===== src/rtl/register_file_mp_if.sv =====
// Port bundle for register_file_mp: clear control, one write port and two read ports.
// The master drives requests and the slave (the register file) returns read data and busy.
interface register_file_mp_if #(
  parameter int unsigned DATA_W = 16,
  parameter int unsigned ADDR_W = 4
);
  logic              clr_req;
  logic              busy;
  logic              we;
  logic [ADDR_W-1:0] waddr;
  logic [DATA_W-1:0] wdata;
  logic              re_a;
  logic [ADDR_W-1:0] raddr_a;
  logic [DATA_W-1:0] rdata_a;
  logic              rvalid_a;
  logic              re_b;
  logic [ADDR_W-1:0] raddr_b;
  logic [DATA_W-1:0] rdata_b;
  logic              rvalid_b;

  modport master (
    output clr_req, we, waddr, wdata, re_a, raddr_a, re_b, raddr_b,
    input  busy, rdata_a, rvalid_a, rdata_b, rvalid_b
  );

  modport slave (
    input  clr_req, we, waddr, wdata, re_a, raddr_a, re_b, raddr_b,
    output busy, rdata_a, rvalid_a, rdata_b, rvalid_b
  );
endinterface


===== src/rtl/register_file_mp.sv =====
// Multi-port register file: two registered read ports with write bypass, one write port,
// optional hardwired-zero r0, and a one-row-per-cycle clear sweep after reset or on request.
module register_file_mp #(
  parameter int unsigned DATA_W   = 16,
  parameter int unsigned NUM_REGS = 16,
  parameter int unsigned ADDR_W   = 4,
  parameter int unsigned ZERO_REG = 1
) (
  input  logic                 clk,
  input  logic                 rst,
  register_file_mp_if.slave    bus
);

  localparam int unsigned   AddrW1   = ADDR_W + 1;
  localparam logic [ADDR_W:0]   NumRegsW = AddrW1'(NUM_REGS);
  localparam logic [ADDR_W-1:0] LastPtr  = ADDR_W'(NUM_REGS - 1);
  localparam bit                ZeroEn   = (ZERO_REG != 0);

  typedef enum logic [0:0] {StIdle, StClear} state_e;

  state_e            state_q, state_d;
  logic [ADDR_W-1:0] clr_ptr_q, clr_ptr_d;
  logic [DATA_W-1:0] regs_q [NUM_REGS];
  logic [DATA_W-1:0] rdata_a_q, rdata_a_d, rdata_b_q, rdata_b_d;
  logic              rvalid_a_q, rvalid_a_d, rvalid_b_q, rvalid_b_d;
  logic [DATA_W-1:0] rd_val_a, rd_val_b;
  logic              idle, wr_ok;

  // Addresses that read as zero are exactly the ones whose writes are dropped.
  function automatic logic addr_masked(input logic [ADDR_W-1:0] a);
    return ({1'b0, a} >= NumRegsW) || (ZeroEn && (a == '0));
  endfunction

  assign idle  = (state_q == StIdle);
  assign wr_ok = idle && bus.we && !addr_masked(bus.waddr);

  always_comb begin
    rd_val_a = '0;
    if (!addr_masked(bus.raddr_a)) begin
      if (wr_ok && (bus.waddr == bus.raddr_a)) rd_val_a = bus.wdata;
      else                                     rd_val_a = regs_q[bus.raddr_a];
    end
  end

  always_comb begin
    rd_val_b = '0;
    if (!addr_masked(bus.raddr_b)) begin
      if (wr_ok && (bus.waddr == bus.raddr_b)) rd_val_b = bus.wdata;
      else                                     rd_val_b = regs_q[bus.raddr_b];
    end
  end

  always_comb begin
    state_d    = state_q;
    clr_ptr_d  = clr_ptr_q;
    rdata_a_d  = rdata_a_q;
    rdata_b_d  = rdata_b_q;
    rvalid_a_d = 1'b0;
    rvalid_b_d = 1'b0;
    unique case (state_q)
      StClear: begin
        clr_ptr_d = clr_ptr_q + 1'b1;
        if (clr_ptr_q == LastPtr) begin
          state_d   = StIdle;
          clr_ptr_d = '0;
        end
      end
      StIdle: begin
        if (bus.re_a) begin
          rvalid_a_d = 1'b1;
          rdata_a_d  = rd_val_a;
        end
        if (bus.re_b) begin
          rvalid_b_d = 1'b1;
          rdata_b_d  = rd_val_b;
        end
        if (bus.clr_req) begin
          state_d   = StClear;
          clr_ptr_d = '0;
        end
      end
    endcase
  end

  always_ff @(posedge clk) begin
    if (rst) begin
      state_q    <= StClear;
      clr_ptr_q  <= '0;
      rdata_a_q  <= '0;
      rdata_b_q  <= '0;
      rvalid_a_q <= 1'b0;
      rvalid_b_q <= 1'b0;
    end else begin
      state_q    <= state_d;
      clr_ptr_q  <= clr_ptr_d;
      rdata_a_q  <= rdata_a_d;
      rdata_b_q  <= rdata_b_d;
      rvalid_a_q <= rvalid_a_d;
      rvalid_b_q <= rvalid_b_d;
    end
  end

  // No reset on the array: stale rows survive rst until the sweep reaches them.
  always_ff @(posedge clk) begin
    if (!rst) begin
      if (state_q == StClear) regs_q[clr_ptr_q] <= '0;
      else if (wr_ok)         regs_q[bus.waddr] <= bus.wdata;
    end
  end

  assign bus.busy     = (state_q == StClear);
  assign bus.rdata_a  = rdata_a_q;
  assign bus.rdata_b  = rdata_b_q;
  assign bus.rvalid_a = rvalid_a_q;
  assign bus.rvalid_b = rvalid_b_q;

endmodule

===== src/flat_wrapper.sv =====
// flat-port wrapper written by rule: the top's interface ports become plain ports
module register_file_mp_flat 
#(
  parameter int unsigned DATA_W   = 16,
  parameter int unsigned NUM_REGS = 16,
  parameter int unsigned ADDR_W   = 4,
  parameter int unsigned ZERO_REG = 1
)
  (clk, rst, bus_clr_req, bus_we, bus_waddr, bus_wdata, bus_re_a, bus_raddr_a, bus_re_b, bus_raddr_b, bus_busy, bus_rdata_a, bus_rvalid_a, bus_rdata_b, bus_rvalid_b);
  register_file_mp_if #(.DATA_W(DATA_W), .ADDR_W(ADDR_W)) bus_i ();
  input  logic clk;
  input  logic rst;
  input wire logic [$bits(bus_i.clr_req)-1:0] bus_clr_req;
  input wire logic [$bits(bus_i.we)-1:0] bus_we;
  input wire logic [$bits(bus_i.waddr)-1:0] bus_waddr;
  input wire logic [$bits(bus_i.wdata)-1:0] bus_wdata;
  input wire logic [$bits(bus_i.re_a)-1:0] bus_re_a;
  input wire logic [$bits(bus_i.raddr_a)-1:0] bus_raddr_a;
  input wire logic [$bits(bus_i.re_b)-1:0] bus_re_b;
  input wire logic [$bits(bus_i.raddr_b)-1:0] bus_raddr_b;
  output wire logic [$bits(bus_i.busy)-1:0] bus_busy;
  output wire logic [$bits(bus_i.rdata_a)-1:0] bus_rdata_a;
  output wire logic [$bits(bus_i.rvalid_a)-1:0] bus_rvalid_a;
  output wire logic [$bits(bus_i.rdata_b)-1:0] bus_rdata_b;
  output wire logic [$bits(bus_i.rvalid_b)-1:0] bus_rvalid_b;
  assign bus_i.clr_req = bus_clr_req;
  assign bus_i.we = bus_we;
  assign bus_i.waddr = bus_waddr;
  assign bus_i.wdata = bus_wdata;
  assign bus_i.re_a = bus_re_a;
  assign bus_i.raddr_a = bus_raddr_a;
  assign bus_i.re_b = bus_re_b;
  assign bus_i.raddr_b = bus_raddr_b;
  assign bus_busy = bus_i.busy;
  assign bus_rdata_a = bus_i.rdata_a;
  assign bus_rvalid_a = bus_i.rvalid_a;
  assign bus_rdata_b = bus_i.rdata_b;
  assign bus_rvalid_b = bus_i.rvalid_b;
  register_file_mp #(.DATA_W(DATA_W), .NUM_REGS(NUM_REGS), .ADDR_W(ADDR_W), .ZERO_REG(ZERO_REG)) u_core (.clk(clk), .rst(rst), .bus(bus_i));
endmodule

===== config.mk =====
export PLATFORM = sky130hd
export DESIGN_NAME = register_file_mp_flat
export DESIGN_NICKNAME = d
export VERILOG_FILES = /design/src/rtl/register_file_mp_if.sv /design/src/rtl/register_file_mp.sv /design/src/flat_wrapper.sv
export SDC_FILE = /design/constraint.sdc
export NUM_CORES = 1
export LEC_CHECK = 0
export CORE_MARGIN = 3
export CORE_UTILIZATION = 57
export CTS_BUF_LIST = sky130_fd_sc_hd__clkbuf_8
export DETAILED_ROUTE_END_ITERATION = 8
export GPL_ROUTABILITY_DRIVEN = 1
export PLACE_DENSITY = 0.76
export SLEW_MARGIN = 20
export SYNTH_ARGS = -nofsm -noshare
export SYNTH_HDL_FRONTEND = slang
export SYNTH_SLANG_ARGS = --single-unit

===== constraint.sdc =====
create_clock -name clk -period 3.2 [get_ports clk]
set_input_delay 0.96 -clock clk [delete_from_list [all_inputs] [get_ports clk]]
set_output_delay 0.96 -clock clk [all_outputs]
set_load 0.02 [all_outputs]

==> results by group <==
Outcome
  • Status: finished clean

Yosys
  • Post-synth EDFFs: about 260
  • Warnings from Yosys: 0
  • Synth Net Count: 941
  • Synth top area share: 0.5528
  • Asr flop ratio synth: 0
  • Syn Area/Cell: ~15 um^2
  • Post-Syn Area: approximately 14000 um^2
  • Yosys cell types: 55
  • Synthesized instance count: 906
  • Synth area leaders: edfxtp_1 (55%), mux4_2 (13%), dfxtp_1 (5.6%), mux2i_1 (4.8%), mux2_2 (2.2%)
  • Register area share after synthesis: 0.6089
  • Cell taking the most area after synthesis: edfxtp_1
  • Most used DFF post-synth: edfxtp_1
  • Register bit total from synthesis: approximately 300

Routing
  • Antenna-violating nets left: 0
  • Post-route DRC: 0
  • Drt initial violations: ~1100
  • Detailed-route via count: around 9700
  • Detailed Route WL: between 40000 and 50000 um
  • Vias per std cell: just under 7
  • Drt pass-1 iters: 7
  • Wire per inst: roughly 29 um

STA
  • PnR worst setup slack: between 0.2 and 0.25 ns
  • Final period util: 0.9275
  • Min Clock Period, post-route: just under 3 ns
  • Fin. max-slew vios: 0
  • Setup Skew: roughly 0.022 ns
  • RSZ-0062 raised after global routing: false
  • Max_slew headroom: 0.5172
  • Final Hold Viols: 0
  • Slew @ Worst Pin: 0.7215 ns
  • Min Hold Slack: approximately 0.45 ns
  • Max Freq: 336.9 MHz
  • Final setup fails: 0

Floorplanning
  • Chip width: about 160 um
  • Io pins: about 70
  • Rows: 56
  • Die area: roughly 26000 um^2
  • Core Area: 23750 um^2
  • Die Span Y: roughly 160 um
  • Initial Utilization: 0.5855

Layout
  • Layout net count: about 1100
  • Register area: between 8000 and 9000 um^2
  • Area of the multi-input gates: a little over 5000 um^2
  • Final cell count without fillers: 1415
  • Share of layout cells above drive strength 1: 0.2920
  • Fillers: about 1500
  • Area grow syn2layout: 19.98%
  • Antenna cells: 0

Setup path
  • Worst reg2reg startpoint: u_core.bus.busy
  • Worst endpoint data arrival time: roughly 3.3 ns
  • R2r setup slk: between 0.9 and 1 ns
  • Critical path required time: roughly 3.5 ns
  • Peak fanout along the critical path: 7
  • Worst reg2reg path depth: 6
  • CP Capture Type: flop
  • Crit path kind: primary input to flop
  • Crit start category: primary input
  • Reg-to-reg endpoint: u_core.regs_q[2][5]

Clock network
  • Clk pin slew, worst setup/hold paths: roughly 0.06 ns
  • Hold-fix buffers, CTS: 0
  • Postcts setup bufs: 0
  • Num CTS Buffers: 47
  • CTS H-tree lvls: 2
  • Sink Count: just under 300
  • CTS tree: done
  • CTS resizes: 0
  • CTS max path bufs: 3
  • Root Driver: clkbuf_8
  • Clock latency on the worst-skew pair: 0.56 ns

Power
  • Sequential share of power: 0.530
  • Sw frac: 0.2317
  • PD cells: roughly 470 nW/um^2
  • VDD IR max: 276.3 uV
  • Comb power frac: 0.082
  • Net Sw Power: ~1.8 mW
  • Final Power: 7.899 mW
  • Internal Power: a little over 6 mW
  • Power share of the clock group: 0.389
  • Lkg Pwr: approximately 6 nW

Global routing
  • Antenna violations before repair: 0
  • Largest net degree at the start of global routing: 33
  • All-Layer GR Usage: 0.3138
  • First-pass GRT wire length: between 60000 and 70000 um
  • Vias in the first global route: ~9700
  • Grt ovf: 0

Placed design
  • Port Buffers: between 60 and 70
  • Dpl cells: between 1000 and 1500
  • Dpl ws: -0.2285 ns
  • Gpl congestion: 0.9526
  • Post-DP HPWL: between 20000 and 30000 um

Min path
  • Hold_sp: u_core.bus.rdata_a[7]
  • Hold path depth: 2
  • Worst hold path endpoint: u_core.bus.rdata_a[7]
  • Hold crit path type: flop to flop

Job
  • # Max-Cap Violations: 0
-- metal layers --
layer / wire length, um / vias to the layer above / track usage
met2: 20150 / 659 / 0.5162
met1: 15270 / 4931 / 0.4273
met4: 1710 / 0 / 0.1256
met5: 0 / - / 0
met3: 3574 / 120 / 0.04718
li1: - / 3987 / -
-- power by group through the flow --
stage                     clock, mW  combinational, mW  sequential [mW]
final                          3.07              0.647             4.18
after global routing           3.28              0.673             4.18
after CTS                      3.11              0.637             4.18
after detailed placement          0              0.635             4.26
after global placement            0              0.627             4.26
after floorplan                   0              0.373             4.26
-- registers in the layout, summed over array words and instances, names as in the netlist --
name and flops:
u_core.bus.rvalid_b 1, u_core.bus.rdata_b 16, u_core.bus.rdata_a 16, u_core.regs_q 256, u_core.clr_ptr_q 4, u_core.bus.rvalid_a 1
u_core.bus.busy 1
-- worst max path at each step --
stage / start / end / slack (ns) / depth (start not counted)
finish: bus_waddr[0] / u_core.regs_q[2][5] / 0.23 / 7
global placement: bus_waddr[0] / u_core.regs_q[2][5] / -0.20 / 7
floorplan: bus_waddr[1] / u_core.regs_q[0][0] / -0.15 / 6
global route: bus_waddr[0] / u_core.regs_q[2][7] / 0.21 / 7
CTS: bus_waddr[0] / u_core.regs_q[2][1] / 0.35 / 7
detailed placement: bus_waddr[0] / u_core.regs_q[2][1] / -0.23 / 7
-- stage by stage --
step                      utilization  instance area (um^2)  TNS (ns)
after global placement         0.6651                 15800    -26.14
after CTS                      0.7025                 16690         0
final                          0.7025                 16690         0
after detailed placement       0.6651                 15800    -34.93
after global routing           0.7025                 16690         0
after floorplan                     -                 13920    -24.94
-- cell type report --
cell class / count / share of cell area
clock buffer: 50 / 0.04124
clock inverter: 34 / 0.01200
inverter: 5 / 0.001125
multi-input combinational: 537 / 0.3016
sequential: 295 / 0.5075
tap: 319 / 0.02392
timing repair buffer: 175 / 0.1126
-- worst max-delay path, stage by stage --
cell	delay, ns
clkdlybuf4s50_1	0.42
or4_4	0.54
and3b_1	0.30
buf_4	0.21
a31oi_2	0.51
nor2_2	0.14
buf_4	0.19
-- cells in the mapped netlist (2+ instances only) --
cell	count
nor2_1	56
nor4_1	2
nor3b_1	4
nand3b_1	2
buf_4	6
and3_1	16
mux2_2	27
clkbuf_2	2
xnor2_1	4
nor2b_1	7
and2_1	18
or3_1	2
edfxtp_1	256
a2111oi_0	3
a22o_1	3
o21ai_2	3
mux4_2	81
buf_6	13
clkbuf_1	24
or3b_1	2
or2_2	2
o21ai_0	24
a211oi_1	21
inv_1	5
buf_2	21
nand3_1	3
o21ai_1	4
nand2_1	52
dfxtp_1	39
xor2_1	4
a31oi_2	3
a21oi_1	18
a221oi_1	18
o22ai_1	47
o31ai_1	17
a221oi_2	6
a22oi_1	4
nand2b_1	3
nor3_1	3
mux2i_1	66
-- kinds of logic after synthesis --
kind of cell / share of synthesized area
DFF: 0.6089
and+or+nand+nor: 0.06262
AOI/OAI and AO/OA: 0.08988
muxes: 0.2005
buffers and inverters: 0.03212
xor gates and xnor gates: 0.005038
adders and majority gates: 0.0008995
-- cell usage in the layout (no fill, tap or decap), types with 6 or more instances in the layout --
| cell type | count |
|---|---|
| mux2_2 | 27 |
| clkdlybuf4s50_1 | 63 |
| inv_1 | 21 |
| buf_4 | 77 |
| nor2b_1 | 7 |
| nand2_1 | 52 |
| mux4_2 | 81 |
| and2_1 | 18 |
| clkbuf_8 | 50 |
| nor2_1 | 40 |
| a21oi_1 | 18 |
| o31ai_1 | 17 |
| a211oi_1 | 21 |
| a221oi_1 | 18 |
| dfxtp_1 | 39 |
| a221oi_2 | 6 |
| mux2i_1 | 66 |
| nor2_2 | 16 |
| clkinv_2 | 13 |
| buf_12 | 33 |
| o22ai_1 | 47 |
| edfxtp_1 | 256 |
| and3_1 | 16 |
| o21ai_0 | 24 |
No activity file was read; power rests on OpenSTA's default activity.
